`src/rtl/sdram_frame_dma.sv`:
```
// Frame-buffer DMA sequencer: N-bank ring between camera write FIFO, SDRAM controller and VGA
// read FIFO. Only complete camera frames are handed to the display.
module sdram_frame_dma #(
  parameter int unsigned NUM_BANKS        = 3,
  parameter int unsigned ADDR_W           = 24,
  parameter int unsigned BANK_W           = 2,
  parameter int unsigned ROW_LSB          = 9,
  parameter int unsigned BURSTS_PER_FRAME = 750,
  parameter int unsigned FIFO_W           = 11,
  parameter int unsigned WR_THRESH        = 512,
  parameter int unsigned RD_THRESH        = 512
) (
  input  logic              clk_133M,
  input  logic              rst_133,
  input  logic              cam_frame_start,
  input  logic              vga_frame_start,
  input  logic [FIFO_W-1:0] wr_fifo_used,
  input  logic [FIFO_W-1:0] rd_fifo_used,
  output logic              wr_sdram_req,
  input  logic              wr_sdram_ack,
  output logic [ADDR_W-1:0] wr_sdram_add,
  output logic              rd_sdram_req,
  input  logic              rd_sdram_ack,
  output logic [ADDR_W-1:0] rd_sdram_add,
  output logic              clear_wrsdram_fifo,
  output logic              clear_rdsdram_fifo,
  output logic [BANK_W-1:0] cam_bank,
  output logic [BANK_W-1:0] vga_bank,
  output logic [15:0]       frame_drop_cnt
);

  localparam int unsigned IDX_W = ADDR_W - BANK_W - ROW_LSB;
  localparam logic [IDX_W-1:0]  LastIdx = IDX_W'(BURSTS_PER_FRAME - 1);
  localparam logic [FIFO_W-1:0] WrThr   = FIFO_W'(WR_THRESH);
  localparam logic [FIFO_W-1:0] RdThr   = FIFO_W'(RD_THRESH);

  localparam logic [1:0] StIdle = 2'd0;
  localparam logic [1:0] StArm  = 2'd1;
  localparam logic [1:0] StReq  = 2'd2;
  localparam logic [1:0] StDone = 2'd3;

  logic [BANK_W-1:0] cam_bank_q, cam_bank_d, vga_bank_q, vga_bank_d;
  logic [BANK_W-1:0] last_done_q, last_done_d;
  logic              done_valid_q, done_valid_d;
  logic [15:0]       drop_q, drop_d;
  logic [1:0]        wst_q, wst_d, rst_q, rst_d;
  logic [IDX_W-1:0]  widx_q, widx_d, ridx_q, ridx_d;
  logic              wreq_q, wreq_d, rreq_q, rreq_d;
  logic              wclr_q, wclr_d, rclr_q, rclr_d;
  logic              found;

  always_comb begin
    last_done_d  = last_done_q;
    done_valid_d = done_valid_q;
    vga_bank_d   = vga_bank_q;
    cam_bank_d   = cam_bank_q;
    drop_d       = drop_q;
    found        = 1'b0;

    // Camera update first, then VGA, then pick the new writer bank from the updated pair.
    if (cam_frame_start) begin
      if (wst_q == StDone) begin
        last_done_d  = cam_bank_q;
        done_valid_d = 1'b1;
      end else if (wst_q != StIdle && drop_q != 16'hFFFF) begin
        drop_d = drop_q + 16'd1;
      end
    end
    if (vga_frame_start && done_valid_d) begin
      vga_bank_d = last_done_d;
    end
    if (cam_frame_start) begin
      for (int unsigned b = 0; b < NUM_BANKS; b++) begin
        if (!found && BANK_W'(b) != vga_bank_d &&
            (!done_valid_d || BANK_W'(b) != last_done_d)) begin
          cam_bank_d = BANK_W'(b);
          found      = 1'b1;
        end
      end
    end

    wst_d  = wst_q;
    widx_d = widx_q;
    wreq_d = wreq_q;
    wclr_d = cam_frame_start;
    if (cam_frame_start) begin
      wst_d  = StArm;
      widx_d = '0;
      wreq_d = 1'b0;
    end else begin
      case (wst_q)
        StArm: if (wr_fifo_used >= WrThr) begin
          wst_d  = StReq;
          wreq_d = 1'b1;
        end
        StReq: if (wr_sdram_ack) begin
          wreq_d = 1'b0;
          if (widx_q == LastIdx) begin
            wst_d = StDone;
          end else begin
            widx_d = widx_q + 1'b1;
            wst_d  = StArm;
          end
        end
        default: ;
      endcase
    end

    rst_d  = rst_q;
    ridx_d = ridx_q;
    rreq_d = rreq_q;
    rclr_d = vga_frame_start;
    if (vga_frame_start) begin
      rst_d  = done_valid_d ? StArm : StIdle;
      ridx_d = '0;
      rreq_d = 1'b0;
    end else begin
      case (rst_q)
        StArm: if (rd_fifo_used <= RdThr) begin
          rst_d  = StReq;
          rreq_d = 1'b1;
        end
        StReq: if (rd_sdram_ack) begin
          rreq_d = 1'b0;
          if (ridx_q == LastIdx) begin
            rst_d = StDone;
          end else begin
            ridx_d = ridx_q + 1'b1;
            rst_d  = StArm;
          end
        end
        default: ;
      endcase
    end
  end

  always_ff @(posedge clk_133M) begin
    if (rst_133) begin
      cam_bank_q   <= '0;
      vga_bank_q   <= '0;
      last_done_q  <= '0;
      done_valid_q <= 1'b0;
      drop_q       <= '0;
      wst_q        <= StIdle;
      rst_q        <= StIdle;
      widx_q       <= '0;
      ridx_q       <= '0;
      wreq_q       <= 1'b0;
      rreq_q       <= 1'b0;
      wclr_q       <= 1'b0;
      rclr_q       <= 1'b0;
    end else begin
      cam_bank_q   <= cam_bank_d;
      vga_bank_q   <= vga_bank_d;
      last_done_q  <= last_done_d;
      done_valid_q <= done_valid_d;
      drop_q       <= drop_d;
      wst_q        <= wst_d;
      rst_q        <= rst_d;
      widx_q       <= widx_d;
      ridx_q       <= ridx_d;
      wreq_q       <= wreq_d;
      rreq_q       <= rreq_d;
      wclr_q       <= wclr_d;
      rclr_q       <= rclr_d;
    end
  end

  assign wr_sdram_req       = wreq_q;
  assign rd_sdram_req       = rreq_q;
  assign wr_sdram_add       = {cam_bank_q, widx_q, {ROW_LSB{1'b0}}};
  assign rd_sdram_add       = {vga_bank_q, ridx_q, {ROW_LSB{1'b0}}};
  assign clear_wrsdram_fifo = wclr_q;
  assign clear_rdsdram_fifo = rclr_q;
  assign cam_bank           = cam_bank_q;
  assign vga_bank           = vga_bank_q;
  assign frame_drop_cnt     = drop_q;

endmodule

```
`config.mk`:
```
export PLATFORM = sky130hd
export DESIGN_NAME = sdram_frame_dma
export DESIGN_NICKNAME = d
export VERILOG_FILES = /design/src/rtl/sdram_frame_dma.sv
export SDC_FILE = /design/constraint.sdc
export NUM_CORES = 1
export LEC_CHECK = 0
export CORE_ASPECT_RATIO = 0.9
export CORE_MARGIN = 2
export CORE_UTILIZATION = 35
export CTS_CLUSTER_DIAMETER = 100
export DETAILED_ROUTE_END_ITERATION = 10
export PLACE_DENSITY = 0.71
export SLEW_MARGIN = 20
export SYNTH_ARGS = -nofsm -noshare
export SYNTH_HDL_FRONTEND = slang
export SYNTH_SLANG_ARGS = --single-unit
```
`constraint.sdc`:
```
create_clock -name clk_133M -period 1.8 [get_ports clk_133M]
set_input_delay 0.36 -clock clk_133M [delete_from_list [all_inputs] [get_ports clk_133M]]
set_output_delay 0.36 -clock clk_133M [all_outputs]
set_load 0.01 [all_outputs]
```
==> summary.txt <==
Run status: finished clean
TritonCTS clock tree: built
Critical path class: reg -> out
Clk root buf: clkbuf_8
Vias: 2661
Top cell type's share of synthesized area: 39.3%
Synth top area cells: dfxtp_1, xor2_1, nor2_1
Placeable Area: 0.00807 sq mm
WL met2: 3190 um
Placed wire-length estimate: 5250 um
DP Cell Count: 529
WL per Instance: 12.8 um
M1 WL: 3300 um
Global route overflow: 0
Seq/Total Area, Yosys: 39.3%
Static Leak: 1.58 nW
Ys flop type: dfxtp_1
Hold-fix buffers at CTS: 0
Startpoint types: flop
Mapped Cells: 334
Setup Viol. Count Final: 0
First-pass GRT wire length: 11500 um
Hold Path Class: reg -> reg
Die X: 100 um
Vias in the first global route: 2569
Syn avg cell area: 8.70 sq um
Endpoints failing hold: 0
Period Utilization, post-route: 97.3%
Worst slack, placed: -205 ps
Final Skew: 11.1 ps
Max Freq: 571 MHz
Worst setup EP type: output port
Clock latency on the worst-skew pair: 330 ps
GPL Wtd Cong: 0.884
# DRC: 0
Layout cells sized above 1: 16.4%
Routed Antenna Nets: 0
Vias per std cell: 4.88
WP data arrival: 1390 ps
Worst EP required: 1440 ps
Die ar.: 0.00905 sq mm
Highest Signal Layer: met4
Area Growth Syn to Fin: 41.4%
Synthesized flop and latch total: 57
Most numerous cell in the Yosys netlist: dfxtp_1
Input/output buffers: 72
DP Area: 0.00390 sq mm
I/O pins: 100
Cell variety after synth: 55
EDFF count, synth: 0
Largest net degree at the start of global routing: 19
Detailed Route WL: 6980 um
Clock sink count: 57
Drt pass-1 iters: 4
Asr flop ratio synth: 0%
Final WS setup: 49.3 ps
Ranking of synthesized cells by instance count: dfxtp_1, nor2_1, xor2_1, buf_4, nand4_1
Leading area contributor after synthesis: dfxtp_1
Tot Pwr: 0.00259 W
Die Ht: 90.4 um
Initial antenna violation count: 0
Crit-path max FO: 8
CTS H-tree depth: 3
Met3 Routed Length: 320 um
Post-Layout Cell Count: 545
CTS clock-pin slew for the worst setup and hold paths: 70 ps
Post-route setup TNS: 0 ps
Max_cap viols: 0
Starting density of the core: 36.0%
# rows: 31
YS warnings: 0
Final net count: 475
Fin. max-slew vios: 0
Antenna diode count: 0
1st-iter DRT viols: 72
Clock buffer depth: 2
Total GRT Usage: 15.8%
Final instance area: 0.00411 sq mm
Synthesized cell area: 0.00291 sq mm
Min Clock Period, post-route: 1750 ps
CTS buffer count: 9
Worst VDD drop: 0.000378 V
# fillers: 749
PwrDens: 630 mW/mm^2
==> kinds of logic after synthesis <==
group	Yosys count	share of synthesized area, %
buffers and inverters	43	8.79
muxes	3	1.08
DFF	57	39.3
xor gates and xnor gates	32	9.65
and+or+nand+nor	147	28.0
adders and majority gates	5	2.15
AOI/OAI and AO/OA	46	10.9
other	1	0.129
==> routing by layer <==
| layer | up-vias | global-route usage (%) |
|---|---|---|
| li1 | 1354 | - |
| met1 | 1218 | 20.8 |
| met2 | 76 | 24.2 |
| met3 | 13 | 3.33 |
| met4 | 0 | 8.22 |
| met5 | - | 0 |
==> flip-flops by register name, summed over array words and instances (netlist names) <==
register,count
frame_drop_cnt,16
ridx_q,13
widx_q,13
cam_bank,2
last_done_q,2
rst_q,2
vga_bank,2
wst_q,2
clear_rdsdram_fifo,1
clear_wrsdram_fifo,1
done_valid_q,1
rd_sdram_req,1
wr_sdram_req,1
==> final timing paths <==
check	endpoint	slack, ps	cells past startpoint	start
hold reg to reg	rd_sdram_req$_SDFFE_PP0P_	460	2	rd_sdram_req$_SDFFE_PP0P_
setup reg to reg	frame_drop_cnt[7]$_SDFFE_PP0P_	140	5	frame_drop_cnt[8]$_SDFFE_PP0P_
hold / removal	rd_sdram_req$_SDFFE_PP0P_	460	2	rd_sdram_req$_SDFFE_PP0P_
setup / recovery	rd_sdram_add[9]	50	2	ridx_q[0]$_SDFFE_PP0P_
==> cells in the final DEF (no fill, tap or decap), types with 2 or more instances in the layout <==
| cell | Yosys | layout |
|---|---|---|
| o21ai_0 | 7 | 7 |
| xor2_1 | 24 | 24 |
| o31ai_1 | 2 | 2 |
| dfxtp_1 | 57 | 54 |
| or2_2 | 2 | 2 |
| clkdlybuf4s50_1 | 0 | 72 |
| a21oi_1 | 12 | 12 |
| inv_1 | 9 | 9 |
| mux2i_1 | 2 | 2 |
| nor2_1 | 50 | 50 |
| buf_4 | 22 | 42 |
| and3_1 | 11 | 11 |
| xnor2_1 | 8 | 8 |
| nand3_1 | 14 | 12 |
| ha_1 | 5 | 5 |
| conb_1 | 1 | 18 |
| nor4bb_1 | 3 | 2 |
| o31a_1 | 2 | 2 |
| a211oi_1 | 7 | 7 |
| nor2b_1 | 4 | 4 |
| o21a_1 | 2 | 2 |
| and4b_1 | 2 | 2 |
| nor3_1 | 4 | 4 |
| a31oi_1 | 2 | 2 |
| o211ai_1 | 2 | 2 |
| and2_1 | 2 | 2 |
| dfxtp_2 | 0 | 3 |
| and3_2 | 2 | 2 |
| nand3_2 | 0 | 2 |
| or3_1 | 3 | 3 |
| nand3b_1 | 2 | 2 |
| nor4b_1 | 4 | 4 |
| nand2_1 | 13 | 13 |
| clkbuf_8 | 0 | 12 |
| nand4_1 | 17 | 17 |
| nor3b_1 | 2 | 2 |
| clkinv_2 | 0 | 3 |
| and4_1 | 4 | 4 |
==> timing repair <==
action	in CTS	in global routing
buffers inserted	0	1
gates resized for setup	0	6
endpoints found under the hold margin	0	0
setup endpoints to repair	0	18
==> critical path, cell delays in order, from the launching register on <==
cell and delay [ps]:
dfxtp_1 350, buf_4 170, clkdlybuf4s50_1 540
==> cell type report <==
cell class	count	area, sq um	area share, %
clock buffer	12	165	4.02
tap	99	124	3.02
multi-input combinational	251	1590	38.7
sequential	57	1140	27.9
clock inverter	3	15.0	0.366
timing repair buffer	114	1040	25.2
inverter	9	33.8	0.822
==> report_power, final <==
group,leakage (nW),internal [W],switching [W]
Clock,0.0980,0.000597,0.000496
Sequential,0.462,0.00128,0.0000123
Combinational,1.02,0.000108,0.0000986
Total,1.58,0.00198,0.000607
==> metrics by stage <==
stage	utilization [%]	hold slack, ps
floorplan	-	458
global placement	48.3	455
detailed placement	48.3	449
CTS	50.6	457
global route	50.9	497
finish	50.9	456
Power figures use the tool's default switching activity.
==> edit, RTL diff (same flow settings) <==
Change the parameter `FIFO_W` from 11 to 13.
--- a/src/rtl/sdram_frame_dma.sv
+++ b/src/rtl/sdram_frame_dma.sv
@@ -6,7 +6,7 @@
   parameter int unsigned BANK_W           = 2,
   parameter int unsigned ROW_LSB          = 9,
   parameter int unsigned BURSTS_PER_FRAME = 750,
-  parameter int unsigned FIFO_W           = 11,
+  parameter int unsigned FIFO_W           = 13,
   parameter int unsigned WR_THRESH        = 512,
   parameter int unsigned RD_THRESH        = 512
 ) (
Ports: changed (resized rd_fifo_used and wr_fifo_used); port bits go from 100 to 104. No check against the original RTL was run, so the function may have changed too.
==> edit against the unedited design <==
- sequential cell count did not move
- critical endpoint is now frame_drop_cnt[2]
- synthesized area rose by 11%
- wire length rose by 21%
- total power rose by 9.8%
- global-route usage rose by 1.2 points
- cell area rose by 11%
- sequential share of layout area fell by 2.5 points
- setup slack improved by 0.019 ns
==> edit: results (changes against the unedited design) <==
- Mux contribution to synthesized area: 4.04% (was 1.08%)
- Non-clk bufs: 122 (was 114)
- Synth Area in Compound Gates: 14.6% (was 10.9%)
- Hpwl dp: 6.16 mm (was 5.25 mm)
- Pint: 2.17 mW (was 1.98 mW)
- Vias in the first global route: 2968 (was 2569)
- Seq/Total Area, Yosys: 35.4% (was 39.3%)
- Post-Synth Adder-Cell Area: 1.94% (was 2.15%)
- R2r setup slk: 0.08 ns (was 0.14 ns)
- Clk cell area share: 4.80% (was 4.39%)
- Worst Min Path Start: wr_sdram_req (was rd_sdram_req)
- DP Worst Slack: -0.225 ns (was -0.205 ns)
- P_leak: 1.76 nW (was 1.58 nW)
- Multi-In Gates: 295 (was 251)
- Starting DRC count in detailed routing: 148 (was 72)
- Arr. time, crit path: 1.37 ns (was 1.39 ns)
- R2R cell count: 4 (was 5)
- Cell Area, Placed: 4300 sq um (was 3900 sq um)
- Worst reg2reg path endpoint: frame_drop_cnt[15] (was frame_drop_cnt[7])
- TritonCTS Buffers: 9 (unchanged)
- Cells after DPL: 605 (was 529)
- Final Wtd Congestion: 0.837 (was 0.884)
- Worst hold slack: 0.462 ns (was 0.456 ns)
- Outcome: completed (unchanged)
- Routed WL per cell: 13.5 microns (was 12.8 microns)
- Max IR drop VDD: 0.303 mV (was 0.378 mV)
- Layout cells sized above 1: 19.6% (was 16.4%)
- Reg2reg start: frame_drop_cnt[13] (was frame_drop_cnt[8])
- Buffering overhead: 24.6% (was 25.2%)
- Clock Skews: 0.0104 ns (was 0.0111 ns)
- First-pass GRT wire length: 13.7 mm (was 11.5 mm)
- Filler cells: 828 (was 749)
- Largest net degree at the start of global routing: 23 (was 19)
- PostCTS Resize Cnt: 2 (was 0)
- Distinct cells, synth: 58 (was 55)
- Synth cell count leaders: dfxtp_1 (57), nor2_1 (38), nand2_1 (25) (was dfxtp_1 (57), nor2_1 (50), xor2_1 (24))
- Final instance area: 4560 sq um (was 4110 sq um)
- Vias/cell: 5.24 (was 4.88)
- Top post-synthesis cells by area: dfxtp_1 (35%), buf_4 (5.4%), nor2_1 (4.4%) (was dfxtp_1 (39%), xor2_1 (7.2%), nor2_1 (6.5%))
- Final wirelength: 8.43 mm (was 6.98 mm)
- CP Max Fanout: 6 (was 8)
- Nets: 533 (was 475)
## edit: changes by cell type in the layout (fill, tap and decap cells not counted), sizes merged, moves of 5 or more
| cell | delta |
|---|---|
| o31ai | +6 |
| nor3 | +9 |
| mux2 | +7 |
| or4 | +8 |
| nor2b | +6 |
| or3 | +5 |
| xor2 | -19 |
| and3 | -8 |
| a21oi | +11 |
| a31o | +5 |
| nor2 | -12 |
| a211oi | -6 |
| nand2 | +12 |
## edit: power groups by stage
stage / clock [mW] / combinational, mW / sequential (mW)
2_1_floorplan: 0 / 0.137 / 1.32
5_1_grt: 1.42 / 0.252 / 1.29
6_report: 1.33 / 0.229 / 1.29
3_3_place_gp: 0 / 0.224 / 1.31
4_1_cts: 1.36 / 0.230 / 1.29
3_5_place_dp: 0 / 0.228 / 1.32
## edit: routing by layer
layer | up-vias | global-route usage (%) | routed length (microns) | part of all wire (%)
li1 | 1605 | - | - | -
met1 | 1564 | 21.2 | 3780 | 45
met2 | 90 | 28.8 | 4190 | 50
met3 | 8 | 4.07 | 367 | 4.4
met4 | 0 | 5.89 | 86 | 1.0
met5 | - | 0 | 0 | 0
## edit: worst max-delay path by stage
stage	depth (start not counted)	slack, ns	startpoint	endpoint
2_1_floorplan	4	0.02	frame_drop_cnt[7]	frame_drop_cnt[15]
3_3_place_gp	5	-0.19	cam_frame_start	frame_drop_cnt[7]
3_5_place_dp	5	-0.22	cam_frame_start	frame_drop_cnt[7]
4_1_cts	2	0.001	frame_drop_cnt[8]	frame_drop_cnt[8]
5_1_grt	4	-0.03	frame_drop_cnt[13]	frame_drop_cnt[15]
6_report	2	0.07	frame_drop_cnt[2]	frame_drop_cnt[2]
## edit: tightest hold or removal path: cells and delay by family, from the launching register on
family,cells,cell delay [ns]
compound gates,1,0.05
flops,1,0.31
simple gates,1,0.05
